--- src/rtl/pso_pkg.sv ---
// Shared definitions for the PSO phase sequencer: state codes, phase bit
// indices and small helpers mapping phase states to their start bits.
package pso_pkg;

  localparam int NUM_PHASES = 5;
  localparam int PH_INIT    = 0;
  localparam int PH_FIT     = 1;
  localparam int PH_UPD     = 2;
  localparam int PH_PB      = 3;
  localparam int PH_GB      = 4;

  localparam logic [3:0] ST_IDLE  = 4'd0;
  localparam logic [3:0] ST_INIT  = 4'd1;
  localparam logic [3:0] ST_FIT   = 4'd2;
  localparam logic [3:0] ST_UPD   = 4'd3;
  localparam logic [3:0] ST_PB    = 4'd4;
  localparam logic [3:0] ST_GB    = 4'd5;
  localparam logic [3:0] ST_CHK   = 4'd6;
  localparam logic [3:0] ST_CONV  = 4'd7;
  localparam logic [3:0] ST_FAULT = 4'd8;

  typedef enum logic [3:0] {
    S_IDLE  = ST_IDLE,
    S_INIT  = ST_INIT,
    S_FIT   = ST_FIT,
    S_UPD   = ST_UPD,
    S_PB    = ST_PB,
    S_GB    = ST_GB,
    S_CHK   = ST_CHK,
    S_CONV  = ST_CONV,
    S_FAULT = ST_FAULT
  } pso_state_e;

  // One-hot start/done bit owned by a phase state; zero for non-phase states.
  function automatic logic [NUM_PHASES-1:0] phase_mask(input pso_state_e st);
    logic [NUM_PHASES-1:0] m;
    case (st)
      S_INIT:  m = 5'b00001;
      S_FIT:   m = 5'b00010;
      S_UPD:   m = 5'b00100;
      S_PB:    m = 5'b01000;
      S_GB:    m = 5'b10000;
      default: m = 5'b00000;
    endcase
    return m;
  endfunction

  function automatic pso_state_e phase_succ(input pso_state_e st);
    pso_state_e n;
    case (st)
      S_INIT:  n = S_FIT;
      S_FIT:   n = S_UPD;
      S_UPD:   n = S_PB;
      S_PB:    n = S_GB;
      S_GB:    n = S_CHK;
      default: n = S_IDLE;
    endcase
    return n;
  endfunction

endpackage

--- src/rtl/pso_phase_timer.sv ---
// Per-phase watchdog: cleared on phase entry, counts while a phase runs and
// flags the last permitted cycle.
module pso_phase_timer #(
  parameter int TMO_CYCLES = 65535
) (
  input  logic clk,
  input  logic reset,
  input  logic clear,
  input  logic run,
  output logic expire
);

  localparam int CW = $clog2(TMO_CYCLES + 1);
  localparam int LAST_I = TMO_CYCLES - 1;
  localparam logic [CW-1:0] LAST = LAST_I[CW-1:0];

  logic [CW-1:0] count_r;

  // Cycle counter, saturating at the expiry value.
  always_ff @(posedge clk) begin
    if (reset || clear) begin
      count_r <= '0;
    end else if (run && (count_r != LAST)) begin
      count_r <= count_r + CW'(1'b1);
    end else begin
      count_r <= count_r;
    end
  end

  // Expiry means the count would reach TMO_CYCLES at the end of this cycle.
  assign expire = run && (count_r == LAST);

endmodule

--- src/rtl/pso_sequencer.sv ---
// Top-level phase sequencer of the PSO MPPT controller: walks the five engines,
// counts iterations, detects gbest stall and optionally re-tracks power.
module pso_sequencer
  import pso_pkg::*;
#(
  parameter int FW            = 16,
  parameter int IW            = 6,
  parameter int MAX_ITER      = 60,
  parameter int STALL_ITERS   = 4,
  parameter int EPS           = 8,
  parameter int TMO_CYCLES    = 65535,
  parameter int TRACK_EN      = 1,
  parameter int RESTART_DELTA = 256
) (
  input  logic                  clk,
  input  logic                  reset,
  input  logic                  ena,
  input  logic [NUM_PHASES-1:0] phase_done,
  input  logic [FW-1:0]         gbest_fit,
  input  logic [FW-1:0]         meas_power,
  input  logic                  meas_valid,
  output logic [NUM_PHASES-1:0] phase_start,
  output logic                  busy,
  output logic                  converged,
  output logic                  timeout_err,
  output logic [IW-1:0]         iter_cnt,
  output logic [3:0]            state_o
);

  localparam logic [FW:0]   EPS_W     = EPS[FW:0];
  localparam logic [FW:0]   DELTA_W   = RESTART_DELTA[FW:0];
  localparam logic [IW-1:0] MAX_W     = MAX_ITER[IW-1:0];
  localparam logic [IW-1:0] STALL_W   = STALL_ITERS[IW-1:0];
  localparam logic [IW-1:0] STALL_SAT = {IW{1'b1}};

  pso_state_e            state_r, state_nxt_s;
  logic [NUM_PHASES-1:0] start_r, mask_s;
  logic                  busy_r, converged_r, timeout_r;
  logic [IW-1:0]         iter_r, iter_nxt_s, chk_iter_s;
  logic [IW-1:0]         stall_r, stall_nxt_s, chk_stall_s;
  logic [FW-1:0]         prev_r, prev_nxt_s, hold_r, hold_nxt_s;
  logic [FW:0]           gdiff_s, mdiff_s;
  logic                  first_s, done_ok_s, expire_s;

  assign mask_s    = phase_mask(state_r);
  assign first_s   = |start_r;
  assign done_ok_s = (|(phase_done & mask_s)) && !first_s;

  pso_phase_timer #(.TMO_CYCLES(TMO_CYCLES)) u_timer (
    .clk    (clk),
    .reset  (reset),
    .clear  (state_nxt_s != state_r),
    .run    (|mask_s),
    .expire (expire_s)
  );

  // Next-state and run-bookkeeping decisions.
  always_comb begin
    state_nxt_s = state_r;
    iter_nxt_s  = iter_r;
    stall_nxt_s = stall_r;
    prev_nxt_s  = prev_r;
    hold_nxt_s  = hold_r;

    if (gbest_fit >= prev_r) begin
      gdiff_s = {1'b0, gbest_fit} - {1'b0, prev_r};
    end else begin
      gdiff_s = {1'b0, prev_r} - {1'b0, gbest_fit};
    end
    if (meas_power >= hold_r) begin
      mdiff_s = {1'b0, meas_power} - {1'b0, hold_r};
    end else begin
      mdiff_s = {1'b0, hold_r} - {1'b0, meas_power};
    end

    chk_iter_s = iter_r + IW'(1'b1);
    // The first iteration of a run has no meaningful previous gbest.
    if ((gdiff_s <= EPS_W) && (iter_r != {IW{1'b0}})) begin
      if (stall_r != STALL_SAT) begin
        chk_stall_s = stall_r + IW'(1'b1);
      end else begin
        chk_stall_s = stall_r;
      end
    end else begin
      chk_stall_s = {IW{1'b0}};
    end

    if (state_r == S_FAULT) begin
      state_nxt_s = S_FAULT;
    end else if (!ena) begin
      state_nxt_s = S_IDLE;
      iter_nxt_s  = {IW{1'b0}};
      stall_nxt_s = {IW{1'b0}};
      prev_nxt_s  = {FW{1'b0}};
    end else begin
      case (state_r)
        S_IDLE: state_nxt_s = S_INIT;
        S_INIT, S_FIT, S_UPD, S_PB, S_GB: begin
          if (done_ok_s) begin
            state_nxt_s = phase_succ(state_r);
          end else if (expire_s) begin
            state_nxt_s = S_FAULT;
          end else begin
            state_nxt_s = state_r;
          end
        end
        S_CHK: begin
          iter_nxt_s  = chk_iter_s;
          stall_nxt_s = chk_stall_s;
          prev_nxt_s  = gbest_fit;
          if ((chk_iter_s == MAX_W) ||
              ((STALL_ITERS != 0) && (chk_stall_s == STALL_W))) begin
            state_nxt_s = S_CONV;
            hold_nxt_s  = gbest_fit;
          end else begin
            state_nxt_s = S_FIT;
          end
        end
        S_CONV: begin
          if ((TRACK_EN != 0) && meas_valid && (mdiff_s > DELTA_W)) begin
            state_nxt_s = S_INIT;
            iter_nxt_s  = {IW{1'b0}};
            stall_nxt_s = {IW{1'b0}};
            prev_nxt_s  = {FW{1'b0}};
          end else begin
            state_nxt_s = S_CONV;
          end
        end
        default: state_nxt_s = S_IDLE;
      endcase
    end
  end

  // State, registered outputs and run bookkeeping.
  always_ff @(posedge clk) begin
    if (reset) begin
      state_r     <= S_IDLE;
      start_r     <= 5'b00000;
      busy_r      <= 1'b0;
      converged_r <= 1'b0;
      timeout_r   <= 1'b0;
      iter_r      <= {IW{1'b0}};
      stall_r     <= {IW{1'b0}};
      prev_r      <= {FW{1'b0}};
      hold_r      <= {FW{1'b0}};
    end else begin
      state_r     <= state_nxt_s;
      start_r     <= (state_nxt_s != state_r) ? phase_mask(state_nxt_s) : 5'b00000;
      busy_r      <= !(state_nxt_s inside {S_IDLE, S_CONV, S_FAULT});
      converged_r <= (state_nxt_s == S_CONV);
      timeout_r   <= timeout_r | (state_nxt_s == S_FAULT);
      iter_r      <= iter_nxt_s;
      stall_r     <= stall_nxt_s;
      prev_r      <= prev_nxt_s;
      hold_r      <= hold_nxt_s;
    end
  end

  assign phase_start = start_r;
  assign busy        = busy_r;
  assign converged   = converged_r;
  assign timeout_err = timeout_r;
  assign iter_cnt    = iter_r;
  assign state_o     = state_r;

endmodule

--- config.mk ---
export PLATFORM = sky130hd
export DESIGN_NAME = pso_sequencer
export DESIGN_NICKNAME = d
export VERILOG_FILES = /design/src/rtl/pso_pkg.sv /design/src/rtl/pso_phase_timer.sv /design/src/rtl/pso_sequencer.sv
export SDC_FILE = /design/constraint.sdc
export NUM_CORES = 1
export LEC_CHECK = 0
export ABC_CLOCK_PERIOD_IN_PS = 4600
export CAP_MARGIN = 20
export CORE_MARGIN = 10
export CORE_UTILIZATION = 59
export DETAILED_ROUTE_END_ITERATION = 12
export PLACE_DENSITY = 0.79
export SLEW_MARGIN = 10
export SYNTH_ARGS = -nofsm -noshare
export SYNTH_HDL_FRONTEND = slang
export SYNTH_HIERARCHICAL = 1
export SYNTH_SLANG_ARGS = --single-unit
--- constraint.sdc ---
create_clock -name clk -period 4.6 [get_ports clk]
set_clock_uncertainty 0.05 [all_clocks]
set_input_delay 0.46 -clock clk [delete_from_list [all_inputs] [get_ports clk]]
set_output_delay 0.46 -clock clk [all_outputs]
set_load 0.01 [all_outputs]
# After elaboration in Yosys (flattened, before gate mapping)
# Index checks and enable logic that the tools add are counted.
# op_classes
addsub	7
n_lt_le_gt_ge	4
eq_ne	23
n_mux	22
bitwise	4
n_reduce_logical	20
# ops
cell	n
16-bit by 16-bit subtractor with 17-bit output	4
5-bit one-hot mux with 5 select lines	2
17-bit 2-to-1 mux	2
16-bit greater-or-equal comparator	2
16-bit 2-to-1 mux	2
16-bit one-hot mux with 2 select lines	1
6-bit 2-to-1 mux	5
4-bit by 3-bit == test with 1-bit output (second input constant)	7
6-bit one-hot mux with 2 select lines	2
5-bit OR reduction	4
17-bit by 9-bit greater-than comparator with 1-bit output (second input constant)	1
17-bit by 4-bit less-or-equal comparator with 1-bit output (second input constant)	1
16-bit by 1-bit adder with 16-bit output (second input constant)	1
16-bit == test (second input constant)	1
4-bit by 2-bit == test with 1-bit output (second input constant)	4
4-bit 2-to-1 mux	4
16-bit inequality test (second input constant)	1
4-bit one-hot mux with 4 select lines	1
3-bit one-hot mux with 5 select lines	1
6-bit by 1-bit adder with 6-bit output (second input constant)	2
4-bit by 1-bit == test with 1-bit output (second input constant)	2
4-bit == test (second input constant)	2
4-bit logical NOT	2
6-bit by 3-bit == test with 1-bit output (second input constant)	1
other kinds (17)	25
# word_totals
ff_bits	72
out_inout_bits	18
elab_cells	90

# Depth between registers and ports, before layout
# Gate-level depths: netlist of the first run.
# logic_depth
word_depth	14
ltp_mapped	19

# By module
# The synthesis of the first run kept the hierarchy.
# modules_own_cells
mod	n_inst	cells_per_inst	area_each_um2	seq_area_each_um2
pso_sequencer	1	868	6329.8	1121.1
pso_phase_timer	1	99	868.3	320.3

# Worst setup path after synthesis of the first run
# No wires, ideal clock.
# synth_path
path_kind	input-to-reg
startpoint	in meas_power[10]
endpoint	reg u_timer.count_r[2]
setup_time_ns	0.086
t_arrival_ns	4.127
t_required_ns	4.464
path_slack_ns	0.338
stages	17
n_path_buf	2
path_cell_list	inv_1 -> ha_1 -> buf_6 -> a21o_1 -> a32o_1 -> a211o_4 -> a21oi_4 -> o21ai_0 -> or4_1 -> a211oi_2 -> o2111ai_1 -> o21ba_2 -> o21ai_2 -> nand3_2 -> or2_2 -> clkbuf_1 -> a211oi_1
# synth_via
elab_chain_len	10
word_cells_on_any_way	12
classes_between	add/sub: 2; order compare: 2; eq/ne: 1; mux: 5; reduce/logical: 2
# synth_rtl
element	line	text
start, declared	pso_sequencer.sv:20	input logic [FW-1:0] meas_power,
16-bit by 16-bit subtractor with 17-bit output, or another cell as far along	pso_sequencer.sv:73	mdiff_s = {1'b0, hold_r} - {1'b0, meas_power};
17-bit 2-to-1 mux (*)	pso_sequencer.sv:70	if (meas_power >= hold_r) begin
17-bit by 9-bit greater-than comparator with 1-bit output (*)	pso_sequencer.sv:120	if ((TRACK_EN != 0) && meas_valid && (mdiff_s > DELTA_W)) begin
1-bit logical AND (*)	pso_sequencer.sv:120	
3-bit 2-to-1 mux (*)	pso_sequencer.sv:120	
4-bit one-hot mux with 4 select lines (*)	pso_sequencer.sv:96	case (state_r)
4-bit 2-to-1 mux (*)	pso_sequencer.sv:90	end else if (!ena) begin
4-bit 2-to-1 mux (*)	pso_sequencer.sv:88	if (state_r == S_FAULT) begin
4-bit inequality test (*)	pso_sequencer.sv:52	.clear (state_nxt_s != state_r),
1-bit logical OR (*)	pso_phase_timer.sv:21	if (reset || clear) begin
end signal, assigned	pso_phase_timer.sv:24	count_r <= count_r + CW'(1'b1);
end signal, assigned	pso_phase_timer.sv:26	count_r <= count_r;
end, declared	pso_phase_timer.sv:17	logic [CW-1:0] count_r;
# Mark *: on every way between the ends. The rest lies on a longest branch, timed or not.
# A chain may end at the register's enable or synchronous reset.

# Worst setup path after layout of the first run
# layout_path
startpoint	in gbest_fit[3]
endpoint	reg u_timer.count_r[7]
# layout_via
elab_chain_len	13
word_cells_on_any_way	15
classes_between	add/sub: 2; order compare: 2; eq/ne: 2; mux: 6; reduce/logical: 3
# layout_rtl
element	line	text
start, declared	pso_sequencer.sv:19	input logic [FW-1:0] gbest_fit,
16-bit by 16-bit subtractor with 17-bit output, or another cell as far along	pso_sequencer.sv:68	gdiff_s = {1'b0, prev_r} - {1'b0, gbest_fit};
17-bit 2-to-1 mux (*)	pso_sequencer.sv:65	if (gbest_fit >= prev_r) begin
17-bit by 4-bit less-or-equal comparator with 1-bit output (*)	pso_sequencer.sv:78	if ((gdiff_s <= EPS_W) && (iter_r != {IW{1'b0}})) begin
1-bit logical AND (*)	pso_sequencer.sv:78	
6-bit 2-to-1 mux (*)	pso_sequencer.sv:78	
6-bit by 3-bit == test with 1-bit output (*)	pso_sequencer.sv:112	((STALL_ITERS != 0) && (chk_stall_s == STALL_W))) begin
1-bit logical OR (*)	pso_sequencer.sv:111	if ((chk_iter_s == MAX_W) ||
3-bit 2-to-1 mux (*)	pso_sequencer.sv:111	
4-bit one-hot mux with 4 select lines (*)	pso_sequencer.sv:96	
4-bit 2-to-1 mux (*)	pso_sequencer.sv:90	
4-bit 2-to-1 mux (*)	pso_sequencer.sv:88	
4-bit inequality test (*)	pso_sequencer.sv:52	
1-bit logical OR (*)	pso_phase_timer.sv:21	
# Marks and branches as above.

==> results of run 1 <==
power by group:
| part | internal [mW] | switching [mW] | leakage (nW) |
|---|---|---|---|
| clock network | 0.431 | 0.299 | 0.153 |
| registers | 0.632 | 0.00921 | 0.582 |
| logic | 0.266 | 0.297 | 3.37 |
cell usage after synthesis, drive strengths merged (18+ instances only):
cell    count  area [um2]
nor2      102         383
inv        87         327
a21oi      79         407
dfxtp      72        1440
ha         69         863
o21ai      49         253
nand2      46         173
clkbuf     37         139
a31oi      31         194
nand4      25         169
nor3       25         130
a21o       24         180
mux2i      24         240
nand3      24         125
and3       19         119
a211oi     18         155
layout make-up:
cell class	count	area [um2]
Tap cell	147	184
Clock buffer	9	225
Inverter	87	327
Multi-Input combinational cell	757	5300
Sequential cell	72	1440
Timing Repair Buffer	205	1700
Clock inverter	7	85.1
Fill cell	910	2690
repair_timing:
action / 4_1_cts / 5_1_grt
cloned: 1 / 0
pin swaps: 0 / 6
endpoints found under the setup margin: 2 / 16
setup buffers: 1 / 3
hold buffers: 0 / 0
resized for setup: 1 / 16
tightest hold or removal path, cell delays in order, from the launching register on:
cell	delay [ns]
dfxtp_1	0.33
nor2_1	0.05
nor2_1	0.07
registers in the layout, summed over array words and instances, names as in the netlist:
signal           count
u_timer/count_r     16
phase_start          5
prev_r              16
busy                 1
state_o              4
iter_cnt             6
stall_r              6
hold_r              16
converged            1
timeout_err          1
through the flow:
stage | util (%) | cell area [um2] | power [mW]
2_1_floorplan | - | 7200 | 0.958
3_3_place_gp | 73.8 | 8830 | 1.18
3_5_place_dp | 73.8 | 8830 | 1.19
4_1_cts | 76.6 | 9160 | 1.92
5_1_grt | 77.5 | 9270 | 2.02
6_report | 77.5 | 9270 | 1.93
worst paths after layout:
kind | endpoint | cells after the start | start | slack [ns]
worst max-delay path | u_timer/count_r[7] | 19 | gbest_fit[3] | 0.20
worst min-delay path | timeout_err | 2 | timeout_err | 0.44
worst max register to register | u_timer/count_r[7] | 19 | hold_r[0] | 0.37
worst min register to register | timeout_err | 2 | timeout_err | 0.44
layer usage:
layer	wire length, um	vias up
met1	10100	3678
met5	0	-
met3	1820	41
met4	588	0
met2	9790	378
li1	-	3903
logic make-up (layout without fill, tap and decap cells):
logic type / count (synthesis) / count (layout) / synth area share (%)
AOI/OAI and AO/OA: 301 / 302 / 28.6
adders and majority gates: 71 / 71 / 12.6
muxes: 27 / 27 / 3.81
and+or+nand+nor: 343 / 343 / 25.6
DFF: 72 / 72 / 20.0
xor gates and xnor gates: 14 / 14 / 1.70
buffers and inverters: 139 / 308 / 7.74
==> flow_metrics.py, run 1 <==
metrics = {
    "floorplanning": {
        "io_pins": 59,
        "coreArea_um2": 12000,
        "start_util_pct": 60.2,
        "die_x_um": 130,
        "die_area_um2": 17000,
        "rows": 40,
        "die_y_um": 130,
    },
    "yosys": {
        "synth-seq-cells": 72,
        "synth.avg_cell_area_um2": 7.44,
        "synth_cells": 967,
        "synthArstFlopShare_pct": 0,
        "ys_types": 85,
        "synth-edff-count": 0,
        "synthesis.area_um2": 7200,
        "synth_nets": 1079,
        "ys_warn_count": 6,
        "ys.flop_type": "dfxtp_1",
        "seq_area_frac_synth_pct": 20.0,
    },
    "clocking": {
        "clock-sinks": 72,
        "cts_max_level": 3,
        "clock_latency_ns": 0.35,
        "root_buffer": "clkbuf_16",
        "cts_buffers": 9,
        "clockBufferDepth": 2,
        "tritoncts": "done",
        "clk_pin_slew_ns": 0.07,
    },
    "worst_hold_path": {
        "hp-class": "flip-flop to flip-flop",
    },
    "routing": {
        "ant_nets": 0,
        "wire_per_inst_um": 17.4,
        "drt-total-wl_um": 22300,
        "vias": 8000,
        "drtIter0Drc": 727,
        "drcViolationCount": 0,
        "viasPerCell": 6.23,
        "drt-pass1-iter-count": 5,
    },
    "setup_path": {
        "slowest_delay_ns": 0.52,
        "path_cells": "clkdlybuf4s50_1, inv_1, ha_1, nand4_1, o21bai_1, and4b_1, a211o_1, a22oi_1, or3b_1, a22oi_1, nand4bb_1, nand2_1, o21a_1, nand3_2, buf_4, nor2_4, nand2_1, a31oi_1, a41o_1",
        "cp-start-kind": "primary input",
        "crit_arrival_ns": 4.65,
        "cp_top_family": "compound AO/OA/AOI/OAI gates",
        "path_class": "primary input to flip-flop",
        "crit_fanout": 6,
        "endpoint_kind": "flip-flop",
        "crit_buf_inv": 3,
        "cp_data_required_time_ns": 4.85,
        "critPathSlowestCell": "clkdlybuf4s50_1",
    },
    "finish": {
        "n_antenna_cell": 0,
        "syn_to_final_growth_pct": 28.8,
        "stdcell_count": 1284,
        "nets": 1244,
        "final_common_cell": "buf_4",
        "drive_above_1_share_pct": 18.3,
        "layout_common_cells": "145 x buf_4, 101 x nor2_1, 87 x inv_1",
    },
    "sta": {
        "layout_min_cycle_time_ns": 4.40,
        "finalWorstSetupSlack_ns": 0.199,
        "relSlewSlack_pct": 29.1,
        "finalSetupViolCount": 0,
        "fmax_ghz": 0.227,
        "setup_tns_ns": 0,
        "period_share_pct": 95.7,
        "tightestPinTransition_ns": 1.06,
        "hold_viol": 0,
        "final_max_slew_viol_count": 0,
        "hold_slack_ns": 0.436,
    },
    "flow_run": {
        "maxCapViolations": 0,
    },
    "placement": {
        "pre_cts_slack_ns": -0.358,
        "dp_cells": 1263,
        "io_buffers": 58,
        "place.detailed.hpwl_um": 17400,
        "gp_congestion": 1.00,
    },
    "pwr": {
        "p_leak_nw": 4.10,
        "vdd_ir_drop_max_uv": 218,
        "power.density_nw_per_um2": 209,
    },
    "outcome": {
        "status": "complete, no violations",
    },
    "global_route": {
        "antenna_found_initial": 0,
        "met3_usage_pct": 4.96,
        "met1_usage_pct": 36.1,
        "grt_pass1_vias": 7402,
        "grt_max_degree": 55,
        "grt_usage_pct": 26.3,
        "grt.busiest_layer": "met2",
        "overflow": 0,
        "grt_pass1_wl_um": 36400,
        "grtUsageMet2_pct": 40.5,
    },
}
No activity file was read; power rests on OpenSTA's default activity.
==> inputs of run 2 (changes only) <==
--- a/config.mk
+++ b/config.mk
@@ -11,7 +11,6 @@
 export CORE_UTILIZATION = 59
 export DETAILED_ROUTE_END_ITERATION = 12
 export PLACE_DENSITY = 0.79
-export SLEW_MARGIN = 10
 export SYNTH_ARGS = -nofsm -noshare
 export SYNTH_HDL_FRONTEND = slang
 export SYNTH_HIERARCHICAL = 1
==> results of run 2 <==
Same layout as run 1: the final DEF is identical, and so are final timing and power.
==> variant, RTL diff (flow settings as in run 1) <==
`TMO_CYCLES` is set to 65535 in 2 places; all go to 262140.
--- a/src/rtl/pso_phase_timer.sv
+++ b/src/rtl/pso_phase_timer.sv
@@ -1,7 +1,7 @@
 // Per-phase watchdog: cleared on phase entry, counts while a phase runs and
 // flags the last permitted cycle.
 module pso_phase_timer #(
-  parameter int TMO_CYCLES = 65535
+  parameter int TMO_CYCLES = 262140
 ) (
   input  logic clk,
   input  logic reset,
--- a/src/rtl/pso_sequencer.sv
+++ b/src/rtl/pso_sequencer.sv
@@ -8,7 +8,7 @@
   parameter int MAX_ITER      = 60,
   parameter int STALL_ITERS   = 4,
   parameter int EPS           = 8,
-  parameter int TMO_CYCLES    = 65535,
+  parameter int TMO_CYCLES    = 262140,
   parameter int TRACK_EN      = 1,
   parameter int RESTART_DELTA = 256
 ) (
Check against the original RTL: no difference found for any inputs over 10 cycles, from zero or initial values and one cycle with reset high; that may be too few to reach the edited logic, so the function may still have changed.
==> variant against run 1 <==
  * The flow now finishes with violations (setup timing)
  * Cell area is 9.7% higher
  * Sequential cell count is 2 higher
  * Synthesized area is 0.94% lower
  * Maximum frequency is 7.0% lower
  * Via count is 7.8% higher
  * Core utilization is 7.9 points higher
  * Total power is 8.3% higher
  * Routed wire length is 15% higher
  * Setup slack worse by 330 ps
  * Register-to-register slack worse by 440 ps
  * Cell count is 4.4% higher
  * Sequential share of layout area is 0.90 points lower
==> variant: results (changes against run 1) <==
| Metric | Value |
|---|---|
| Compound-Gate Fraction of Synth Area | 0.250 (-0.0361) |
| Reg2reg path depth | 19 (unchanged) |
| Worst Path Max Fanout | 8 (+2) |
| Worst setup margin | -133 ps (-332 ps) |
| Number of global-route vias before repair | 7,467 (+0.88%) |
| P_leak | 4.41 nW (+7.5%) |
| Worst path slowest cell | or4b_4 |
| Fin nets | 1,300 (+4.5%) |
| Cell variety after synth | 90 (+5.9%) |
| Worst Path Arrival | 4930 ps (+280 ps) |
| Failing checks | setup timing |
| Adder-cell share of the synthesized area | 0.127 (+0.00119) |
| RD Place Congestion | 0.971 (-3.4%) |
| Worst Max-Slew Pin Slew | 1130 ps (+65.8 ps) |
| Syn Nets | 1,071 (-0.74%) |
| Detailed Route Iter0 Violations | 1,148 (+58%) |
| Ys async rst share | 0 (unchanged) |
| Largest registers | u_timer/count_r (18), hold_r (16), prev_r (16) |
| Number of port buffers | 58 (unchanged) |
| GRT Util Overall | 0.250 (-0.0127) |
| Ys flop type | dfxtp_1 |
| Hold WC Path Type | reg -> reg |
| YS warnings | 6 (unchanged) |
| Seq/Total Area, Yosys | 0.208 (+0.00751) |
| # setup viols final | 12 (+12) |
| XOR/XNOR Fraction of Synth Area | 0.0467 (+0.0296) |
| Sw Ratio | 0.305 (-0.00779) |
| Vias per cell | 6.44 (+3.3%) |
| Drt wl/cell | 19.1 µm (+10%) |
| DRT Pass-1 Iters | 6 (+1) |
| Initial antenna violation count | 0 (unchanged) |
| Reg2reg setup slack | -70 ps (-440 ps) |
| Share of cells above drive strength 1 | 0.294 (+0.111) |
| Largest net degree at the start of global routing | 57 (+3.6%) |
| Commonest cells post-synth | nor2_1, a21oi_1, inv_1 |
| Status | complete, but fails checks |
| H-tree depth | 3 (unchanged) |
| Max stage delay on crit path | 570 ps (+50 ps) |
| First-pass GRT wire length | 35.1 mm (-3.5%) |
| Ranking of synthesized cells by area | dfxtp_1, ha_1, a21oi_1 |
| Dpl hpwl | 16.2 mm (-6.9%) |
| Clock Latency Late Sink | 340 ps |
| CTS buffer count | 9 (unchanged) |
| Multiplexer share of the synthesized area | 0.0383 (+0.000185) |
| Worst IR Drop VDD | 215 µV (-1.6%) |
==> variant: cell families after synthesis <==
family	after synthesis
and+or+nand+nor	353
AOI/OAI and AO/OA	263
adders and majority gates	71
DFF	74
buffers and inverters	134
xor gates and xnor gates	38
muxes	26
==> variant: power groups by stage <==
stage / logic (mW) / registers [mW] / clock network (mW)
2_1_floorplan: 0.307 / 0.671 / 0
5_1_grt: 0.693 / 0.660 / 0.817
4_1_cts: 0.564 / 0.658 / 0.789
3_3_place_gp: 0.539 / 0.671 / 0
3_5_place_dp: 0.547 / 0.672 / 0
6_report: 0.647 / 0.659 / 0.788
==> variant: layout make-up <==
class	instances	area [µm²]
Multi-Input combinational cell	751	5620
Timing Repair Buffer	267	2220
Fill cell	611	1740
Sequential cell	74	1490
Inverter	85	319
Clock buffer	11	243
Tap cell	147	184
Clock inverter	5	85.1
==> variant: critical path: cells and delay by family <==
family	cells	cell delay [ps]
and+or+nand+nor	4	990
buffers and inverters	4	970
adders and majority gates	1	350
AOI/OAI and AO/OA	11	2150
==> variant: timing repair <==
| item | in CTS | in global routing |
|---|---|---|
| setup buffers | 4 | 15 |
| endpoints found under the setup margin | 18 | 20 |
| pin swaps | 7 | 38 |
| gates resized for setup | 24 | 112 |
==> variant: routing by layer <==
layer | global-route usage | routed length, µm
met1 | 0.324 | 10100
met5 | 0 | 0
met2 | 0.421 | 12000
met3 | 0.0361 | 2350
met4 | 0.0754 | 1260
==> variant: final timing paths <==
| path | start | end |
|---|---|---|
| worst max-delay path | gbest_fit[8] | u_timer/count_r[0] |
| worst min-delay path | timeout_err | timeout_err |
| worst max register to register | hold_r[0] | u_timer/count_r[0] |
| worst min register to register | timeout_err | timeout_err |
==> variant: metrics by stage <==
stage	hold slack, ps	cell area, µm²	instances	TNS [ps]	worst slack (ps)
4_1_cts	414	9550	1325	-113	-113
3_3_place_gp	390	9080	1305	-7150	-636
2_1_floorplan	386	7130	959	0	1.35
3_5_place_dp	402	9080	1305	-12070	-790
5_1_grt	468	10200	1340	-2250	-247
6_report	453	10200	1340	-457	-133
